`src/rtl/fifo_uart_pkg.sv`:
```
// Shared definitions for the FIFO-fed UART transmitter and its baud counter.
// State encoding, data/counter widths and the default bit period.
package fifo_uart_pkg;

   localparam int DATA_W           = 8;
   localparam int CLKS_PER_BIT_DEF = 868;
   localparam int SENT_W           = 16;

   typedef enum logic [2:0] {
      S_IDLE   = 3'd0,
      S_REQ    = 3'd1,
      S_LOAD   = 3'd2,
      S_START  = 3'd3,
      S_DATA   = 3'd4,
      S_STOP   = 3'd5,
      S_PARITY = 3'd6
   } state_t;

endpackage

```
`src/rtl/uart_baud_cnt.sv`:
```
// Bit-period counter: counts 0..CLKS_PER_BIT-1 and flags the terminal count.
// A synchronous clear restarts the period; reused by the future RX stage.
module uart_baud_cnt
   import fifo_uart_pkg::*;
#(
   parameter int CLKS_PER_BIT = CLKS_PER_BIT_DEF
) (
   input  logic clk,
   input  logic rst_n,
   input  logic clear,
   output logic tick
);

   localparam int CNT_W = (CLKS_PER_BIT > 1) ? $clog2(CLKS_PER_BIT) : 1;
   localparam logic [CNT_W-1:0] TC = CNT_W'(CLKS_PER_BIT - 1);

   logic [CNT_W-1:0] cnt;

   assign tick = (cnt == TC);

   always_ff @(posedge clk or negedge rst_n) begin
      if (!rst_n) begin
         cnt <= '0;
      end else if (clear || tick) begin
         cnt <= '0;
      end else begin
         cnt <= cnt + 1'b1;
      end
   end

endmodule

```
`src/rtl/fifo_uart_tx.sv`:
```
// Drains a byte FIFO onto an 8N1 UART line, LSB first, with busy/done status
// and a frame counter. Define FIFO_UART_TX_PARITY_EN to add an even-parity bit.
module fifo_uart_tx
   import fifo_uart_pkg::*;
#(
   parameter int CLKS_PER_BIT = CLKS_PER_BIT_DEF
) (
   input  logic              clk,
   input  logic              rst_n,
   input  logic              fifo_empty,
   input  logic [DATA_W-1:0] fifo_data,
   output logic              fifo_rd_en,
   output logic              tx,
   output logic              busy,
   output logic              tx_done,
   output logic [SENT_W-1:0] sent_cnt
);

   localparam int BIT_W = $clog2(DATA_W);
   localparam logic [BIT_W-1:0] LAST_BIT = BIT_W'(DATA_W - 1);

   state_t            state;
   state_t            state_next;
   logic [DATA_W-1:0] shift;
   logic [BIT_W-1:0]  bit_idx;
   logic              tick;
   logic              baud_clear;
`ifdef FIFO_UART_TX_PARITY_EN
   logic              parity;
`endif

   // Every state change restarts the bit period, so each state starts at count 0.
   assign baud_clear = (state_next != state);

   uart_baud_cnt #(
      .CLKS_PER_BIT (CLKS_PER_BIT)
   ) u_baud (
      .clk   (clk),
      .rst_n (rst_n),
      .clear (baud_clear),
      .tick  (tick)
   );

   always_comb begin
      state_next = state;
      tx         = 1'b1;
      fifo_rd_en = 1'b0;
      busy       = (state != S_IDLE);
      tx_done    = 1'b0;
      case (state)
         S_IDLE: begin
            if (!fifo_empty) state_next = S_REQ;
         end
         S_REQ: begin
            fifo_rd_en = 1'b1;
            state_next = S_LOAD;
         end
         S_LOAD: begin
            state_next = S_START;
         end
         S_START: begin
            tx = 1'b0;
            if (tick) state_next = S_DATA;
         end
         S_DATA: begin
            tx = shift[0];
            if (tick && (bit_idx == LAST_BIT)) begin
`ifdef FIFO_UART_TX_PARITY_EN
               state_next = S_PARITY;
`else
               state_next = S_STOP;
`endif
            end
         end
`ifdef FIFO_UART_TX_PARITY_EN
         S_PARITY: begin
            tx = parity;
            if (tick) state_next = S_STOP;
         end
`endif
         S_STOP: begin
            if (tick) begin
               tx_done    = 1'b1;
               state_next = S_IDLE;
            end
         end
         default: begin
            state_next = S_IDLE;
         end
      endcase
   end

   always_ff @(posedge clk or negedge rst_n) begin
      if (!rst_n) begin
         state <= S_IDLE;
      end else begin
         state <= state_next;
      end
   end

   // LOAD is the cycle the FIFO's registered read data is valid.
   always_ff @(posedge clk or negedge rst_n) begin
      if (!rst_n) begin
         shift   <= '0;
         bit_idx <= '0;
`ifdef FIFO_UART_TX_PARITY_EN
         parity  <= 1'b0;
`endif
      end else if (state == S_LOAD) begin
         shift   <= fifo_data;
         bit_idx <= '0;
`ifdef FIFO_UART_TX_PARITY_EN
         parity  <= ^fifo_data;
`endif
      end else if ((state == S_DATA) && tick) begin
         shift   <= {1'b0, shift[DATA_W-1:1]};
         bit_idx <= bit_idx + 1'b1;
      end
   end

   always_ff @(posedge clk or negedge rst_n) begin
      if (!rst_n) begin
         sent_cnt <= '0;
      end else if (tx_done) begin
         sent_cnt <= sent_cnt + 1'b1;
      end
   end

endmodule

```
`config.mk`:
```
export PLATFORM = sky130hd
export DESIGN_NAME = fifo_uart_tx
export DESIGN_NICKNAME = d
export VERILOG_FILES = /design/src/rtl/fifo_uart_pkg.sv /design/src/rtl/uart_baud_cnt.sv /design/src/rtl/fifo_uart_tx.sv
export SDC_FILE = /design/constraint.sdc
export NUM_CORES = 1
export LEC_CHECK = 0
export BUFFER_PORTS_ARGS = -buffer_cell sky130_fd_sc_hd__buf_2
export CELL_PAD_IN_SITES_DETAIL_PLACEMENT = 0
export CELL_PAD_IN_SITES_GLOBAL_PLACEMENT = 2
export CORE_MARGIN = 10
export CORE_UTILIZATION = 38
export CTS_CLUSTER_DIAMETER = 50
export DETAILED_ROUTE_END_ITERATION = 8
export PLACE_DENSITY_LB_ADDON = 0.25
export SYNTH_ARGS = -nofsm -noshare
export SYNTH_HDL_FRONTEND = slang
export SYNTH_SLANG_ARGS = --single-unit
```
`constraint.sdc`:
```
create_clock -name clk -period 4.34 [get_ports clk]
set_clock_uncertainty 0.05 [all_clocks]
set_input_delay 0 -clock clk [delete_from_list [all_inputs] [get_ports clk]]
set_output_delay 0 -clock clk [all_outputs]
set_load 0.05 [all_outputs]
```
==> summary.txt, run 1 <==
Status
  – Result of the run: finished, final reports clean

Final layout
  – Layout cell share with drive strength beyond 1: 0.200
  – Most common cell after layout, fill and taps aside: dfrtp_1
  – Number of diodes added for antenna fixing: 0
  – Synthesis-to-finish area growth: 18.3%
  – Filler cell count: 507
  – Most used cells in the layout excluding fill and tap cells: dfrtp_1 (40), buf_2 (30), xnor2_1 (18), nand2_1 (17), nor2_1 (17)
  – Number of nets in the layout: 244

Critical path
  – Max Fanout on Critical Path: 17
  – Cells along the critical path: ha_1 -> nand4bb_2 -> nor4_4 -> buf_2
  – Signal arrival time at the worst endpoint: 2.42 ns
  – Cell count of the worst reg-to-reg path: 5
  – R2R Path Start: u_baud.cnt[0]$_DFF_PN0_
  – CP Launch Point: u_baud.cnt[0]$_DFF_PN0_
  – Startpoint-to-endpoint class of the critical path: flip-flop to output port
  – Data required time at the worst endpoint: 4.29 ns
  – Reg-to-reg setup timing slack: 2.04 ns
  – Capturing element of the worst setup path: tx_done
  – Cell type of the slowest stage on the worst timing path: nor4_4
  – Critical path's largest stage delay: 0.82 ns
  – RR Endpoint: sent_cnt[8]$_DFFE_PN0P_
  – Crit path capture type: output port
  – Critical Path Start Type: flip-flop

Drt
  – Number of search-and-repair iterations in the first detailed-routing pass: 4
  – Antenna Nets Post-Route: 0
  – Total wire length after detailed routing: 4200 µm
  – DR iter-0 viols: 83
  – DR WL/cell: 14.0 µm
  – Vias per inst: 4.94
  – Vias after detailed routing: 1483
  – Post-route DRC violation count: 0

Global route
  – Global-route wire length before repair: 7440 µm
  – Vias in the first global route: 1589
  – Overall Global Routing Usage: 0.105
  – Met3 Usage GRT: 0.0476
  – Met2 track demand over resource: 0.168
  – GR Overflow Total: 0
  – Routing usage on met1: 0.122
  – Number of antenna violations at the first check in global routing: 0
  – Pin count of the biggest net entering global routing: 41
  – Routing layer with the top usage in global route: met2

Yosys
  – Number of nets produced by synthesis: 207
  – Mapped cell area: 0.00199 mm²
  – Total of warnings raised by yosys: 0
  – Synth area leaders: dfrtp_1 (50%), xnor2_1 (7.9%), nand3_1 (3.3%)
  – Post-synthesis instance total: 192
  – Number of synthesized register bits: 40
  – Share of the yosys chip area belonging to registers: 0.503
  – Distinct cell type count after synthesis: 39
  – Share of the synthesized area in the top cell type: 0.503
  – Avg Inst Size Synth: 10.4 µm²
  – Cell type with the highest aggregate area in the netlist: dfrtp_1

Pwr
  – Power, Total: 0.835 mW
  – Power density over the cells: 355 mW/mm²
  – Standby leakage power: 1.12 nW
  – Peak supply drop: 0.000136 V

Timing
  – Post-route worst setup slack: 1.87 ns
  – Worst rel slew slack: 0.413
  – Shortest period the worst path allows: 2.47 ns
  – Minimum hold slack: 0.132 ns
  – Total setup violations reported at the end of the flow: 0
  – Final cycle utilization of the critical path: 0.569
  – Worst Max-Slew Pin Slew: 0.874 ns
  – Maximum operating frequency: 0.405 GHz
  – Final Hold Fails: 0
  – Total negative slack: 0 ns
  – Fin. max-slew vios: 0
  – Setup repair after global routing missed its margin: no

CTS
  – Quantity of gates resized following cts: 0
  – Clock sinks: 40
  – Worst-skew pair later-pin latency: 0.29 ns
  – CTS H-Tree Depth: 2
  – TritonCTS Buffers: 5
  – Post-CTS clock slew at the launch and capture registers of the worst setup and hold paths: 0.07 ns
  – Root cell of the clock tree: clkbuf_8
  – Clk buf depth: 2
  – Clock tree from TritonCTS: yes

Place
  – Detail Placement HPWL: 3010 µm
  – Pre-CTS worst setup slack: 2.03 ns
  – Routability congestion estimate from global placement: 0.821
  – Port buffer count: 30

Floorplan
  – Area of the die: 0.00853 mm²
  – Y dimension of the die: 92.4 µm
  – Top-level port count: 31
  – Site row count: 26
  – Die Wd: 92.4 µm
  – Initial Util: 0.390
  – Core ar.: 0.00511 mm²

Worst hold path
  – Hold crit path type: input pin to flip-flop

Flow run
  – Maxcap violations: 0
[report_power, final]
part	internal [mW]	total (mW)	switching, mW
sequential	0.416	0.461	0.0450
combinational	0.0557	0.113	0.0576
clock	0.129	0.260	0.131
[worst max-delay path: cells and delay by family, from the launching register on]
| kind | cells | cell delay, ns |
|---|---|---|
| buf+inv | 1 | 0.40 |
| simple gates | 2 | 1.05 |
| flops | 1 | 0.39 |
| fa+ha+maj | 1 | 0.28 |
[timing repair]
action                                  4_1_cts  5_1_grt
hold buffers                                  9        0
endpoints found under the setup margin        0        0
endpoints found under the hold margin        48        0
setup buffers                                 0        0
[sequential cells by signal (all words and copies together) (netlist names)]
name,flops
sent_cnt,16
u_baud.cnt,10
shift,8
bit_idx,3
state,3
[how the worst min path moves through the flow]
stage / start / cells past startpoint / slack, ns / to
finish: fifo_empty / 5 / 0.13 / state[0]$_DFF_PN0_
global route: fifo_empty / 5 / 0.20 / state[0]$_DFF_PN0_
CTS: fifo_empty / 5 / 0.12 / state[0]$_DFF_PN0_
detailed placement: rst_n / 1 / 0.12 / state[1]$_DFF_PN0_
global placement: rst_n / 1 / 0.11 / u_baud.cnt[7]$_DFF_PN0_
floorplan: rst_n / 0 / -0.35 / bit_idx[0]$_DFFE_PN0P_
[Yosys cell counts (all sizes together)]
| cell type | number |
|---|---|
| a21o | 1 |
| nand4 | 10 |
| nor3b | 2 |
| nor4 | 2 |
| buf | 4 |
| nand3b | 1 |
| nand2 | 17 |
| mux2i | 1 |
| xor2 | 5 |
| clkdlybuf4s15 | 1 |
| and3 | 6 |
| nor3 | 7 |
| and2 | 2 |
| mux2 | 2 |
| a221o | 1 |
| clkbuf | 4 |
| a21oi | 2 |
| a31oi | 1 |
| or3 | 1 |
| o21ai | 8 |
| o21bai | 2 |
| nor2 | 17 |
| nand2b | 4 |
| nand4bb | 1 |
| inv | 3 |
| a211oi | 1 |
| or3b | 2 |
| dfrtp | 40 |
| xnor2 | 18 |
| nor2b | 3 |
| o21a | 1 |
| ha | 4 |
| nand3 | 13 |
| a22oi | 5 |
[per-layer routing]
layer	vias up	share of wire
li1	740	-
met1	711	0.46
met2	27	0.47
met3	5	0.058
met4	0	0.014
met5	-	0
[kinds of logic after synthesis]
family	count (synthesis)	synth area share
adder cells (fa/ha/maj)	4	0.0252
multiplexers	3	0.0164
XOR/XNOR	23	0.101
AND/OR/NAND/NOR	88	0.248
buffers and inverters	12	0.0346
AO/OA/AOI/OAI	22	0.0711
flip-flops	40	0.503
[layout make-up]
class,instances,area [µm²],area share
Clock buffer,7,86.3,0.0367
Tap cell,70,87.6,0.0372
Multi-Input combinational cell,140,920,0.391
Clock inverter,1,7.51,0.00319
Inverter,3,11.3,0.00478
Sequential cell,40,1000,0.425
Timing Repair Buffer,39,240,0.102
[stage by stage]
| step | cell area (µm²) | instances | utilization |
|---|---|---|---|
| floorplan | 1990 | 192 | - |
| global placement | 2170 | 283 | 0.425 |
| detailed placement | 2170 | 283 | 0.425 |
| CTS | 2350 | 300 | 0.461 |
| global route | 2350 | 300 | 0.461 |
| finish | 2350 | 300 | 0.461 |
No activity file was read; power rests on OpenSTA's default activity.
==> inputs of run 2 (changes only) <==
Settings changed: CORE_UTILIZATION 38 to 35.
Clock period 4.34 ns to 2.59 ns, I/O delays scaled along.
==> run 2 against run 1 <==
Register-to-register slack got worse by 1.4 ns. Combinational power rose by 68%. First-iteration DRC count decreased by 58%. Clock power rose by 91%. Highest routed layer unchanged. Worst setup slack got worse by 1.4 ns. Global-route usage decreased by 0.39 points. Cell count increased by 1.3%. Sequential cell count did not move. Via count is 0.34% lower. Hold slack worse by 0.022 ns. Critical endpoint unchanged.
==> summary.txt, run 2 (synthesis results as in run 1) <==
Status
  – Result of the run: finished, final reports clean

Place
  – Placed cells: 287 (+1.4%)
  – Port buffer count: 30 (unchanged)
  – Placed cell area: 0.00219 mm² (+0.81%)
  – Pre-CTS worst setup slack: 0.578 ns (-1.45 ns)
  – Routability congestion estimate from global placement: 0.751 (-8.6%)
  – Detail Placement HPWL: 3010 µm (+0.15%)

Timing
  – Total negative slack: 0 ns (unchanged)
  – Final cycle utilization of the critical path: 0.802
  – Post-route worst setup slack: 0.512 ns (-1.36 ns)
  – Minimum hold slack: 0.110 ns (-0.0215 ns)
  – Setup repair after global routing missed its margin: no
  – Worst rel slew slack: 0.404 (-0.00886)
  – Final Hold Fails: 0 (unchanged)
  – Maximum operating frequency: 0.481 GHz
  – Fin. max-slew vios: 0 (unchanged)
  – Shortest period the worst path allows: 2.08 ns
  – Worst Max-Slew Pin Slew: 0.894 ns (+0.0199 ns)
  – Total setup violations reported at the end of the flow: 0 (unchanged)

Critical path
  – Signal arrival time at the worst endpoint: 2.03 ns (-0.39 ns)
  – Critical Path Start Type: flip-flop
  – Max Fanout on Critical Path: 17 (unchanged)
  – Startpoint-to-endpoint class of the critical path: flip-flop to output port
  – Crit path capture type: output port
  – Cell count of the worst reg-to-reg path: 5 (unchanged)
  – Cell type of the slowest stage on the worst timing path: dfrtp_1
  – Cells along the critical path: ha_1 -> nand4bb_2 -> nor4_4 -> buf_4 -> buf_2
  – Data required time at the worst endpoint: 2.54 ns (-1.75 ns)
  – Critical path's largest stage delay: 0.39 ns (-0.43 ns)

Global route
  – Global-route wire length before repair: 7470 µm (+0.36%)
  – Pin count of the biggest net entering global routing: 41 (unchanged)
  – Number of antenna violations at the first check in global routing: 0 (unchanged)
  – Vias in the first global route: 1629 (+2.5%)
  – GR Overflow Total: 0 (unchanged)
  – Overall Global Routing Usage: 0.101 (-0.00391)

Final layout
  – Synthesis-to-finish area growth: 19.9%
  – Number of nets in the layout: 246 (+0.82%)
  – Largest reg by FF count: sent_cnt
  – Most common cell after layout, fill and taps aside: dfrtp_1
  – Biggest regs: sent_cnt: 16 flops, u_baud.cnt: 10 flops, shift: 8 flops
  – Number of standard cells in the layout, taps in and fillers out: 304 (+1.3%)
  – Finished Cell Area: 0.00238 mm² (+1.3%)
  – Number of flip-flops under the largest register name: 16 (unchanged)
  – Layout cell share with drive strength beyond 1: 0.207 (+0.00690)
  – Number of diodes added for antenna fixing: 0 (unchanged)
  – Most used cells in the layout excluding fill and tap cells: dfrtp_1 (40), buf_2 (30), xnor2_1 (18), nand2_1 (17), nor2_1 (17)
  – Post-layout utilization of the core: 0.433 (-0.0277)

CTS
  – CTS H-Tree Depth: 2 (unchanged)
  – Postcts setup bufs: 0 (unchanged)
  – Quantity of gates resized following cts: 0 (unchanged)
  – Clock sinks: 40 (unchanged)
  – Clock tree from TritonCTS: yes
  – Worst-skew pair later-pin latency: 0.29 ns (about the same)
  – Clk buf depth: 2 (unchanged)
  – Post-cts hold buffer count: 9 (unchanged)
  – TritonCTS Buffers: 5 (unchanged)
  – Post-CTS clock slew at the launch and capture registers of the worst setup and hold paths: 0.08 ns (about the same)
  – Root cell of the clock tree: clkbuf_8

Drt
  – Vias per inst: 4.86 (-1.6%)
  – Post-route DRC violation count: 0 (unchanged)
  – Antenna Nets Post-Route: 0 (unchanged)
  – DR iter-0 viols: 35 (-58%)
  – Vias after detailed routing: 1478 (-0.34%)
  – Number of search-and-repair iterations in the first detailed-routing pass: 4 (unchanged)
  – Total wire length after detailed routing: 4150 µm (-1.2%)
  – DR WL/cell: 13.7 µm (-2.5%)

Floorplan
  – Site row count: 27 (+3.8%)
  – Core ar.: 0.00551 mm² (+7.8%)
  – Y dimension of the die: 95.4 µm (+3.3%)
  – Area of the die: 0.00910 mm² (+6.7%)
  – Initial Util: 0.361 (-0.0282)
  – Top-level port count: 31 (unchanged)
  – Die Wd: 95.4 µm (+3.3%)

Worst hold path
  – Hold crit path type: input pin to flip-flop
  – Number of cells on the worst hold path: 5 (unchanged)

Pwr
  – Peak supply drop: 0.000228 V (+67%)
  – Power, Total: 1.46 mW (+74%)
  – Power density over the cells: 610 mW/mm² (+72%)
  – Standby leakage power: 1.14 nW (+1.9%)

Flow run
  – Maxcap violations: 0 (unchanged)
-- run 2: layout make-up --
| cell class | count | area [µm²] |
|---|---|---|
| multi-input combinational | 140 | 920 |
| inverter | 3 | 11.3 |
| clock buffer | 6 | 72.6 |
| clock inverter | 2 | 35.0 |
| tap | 72 | 90.1 |
| fill | 537 | 3120 |
| timing repair buffer | 41 | 255 |
| sequential | 40 | 1000 |
-- run 2: worst max-delay path, delay by kind of cell (launching register included) --
kind,cells,cell delay [ns]
simple gates,2,0.51
buf+inv,2,0.56
flops,1,0.39
fa+ha+maj,1,0.28
-- run 2: metal layers --
| layer | vias up | track usage | part of all wire |
|---|---|---|---|
| li1 | 741 | - | - |
| met1 | 708 | 0.123 | 0.46 |
| met2 | 24 | 0.163 | 0.47 |
| met3 | 5 | 0.0377 | 0.050 |
| met4 | 0 | 0.0295 | 0.011 |
| met5 | - | 0 | 0 |
-- run 2: power breakdown --
group / switching, mW / internal (mW) / total, mW
registers: 0.0732 / 0.697 / 0.771
logic: 0.0965 / 0.0931 / 0.190
clock network: 0.210 / 0.286 / 0.496
-- run 2: path summary, 6_finish.rpt --
check,from,to,slack [ns]
max in group asynchronous,rst_n,sent_cnt[10]$_DFFE_PN0P_,1.61
worst min register to register,sent_cnt[15]$_DFFE_PN0P_,sent_cnt[15]$_DFFE_PN0P_,0.43
worst min-delay path,fifo_empty,state[0]$_DFF_PN0_,0.11
min in group asynchronous,rst_n,u_baud.cnt[8]$_DFF_PN0_,0.32
worst max-delay path,u_baud.cnt[0]$_DFF_PN0_,tx_done,0.51
worst max register to register,u_baud.cnt[0]$_DFF_PN0_,u_baud.cnt[9]$_DFF_PN0_,0.60
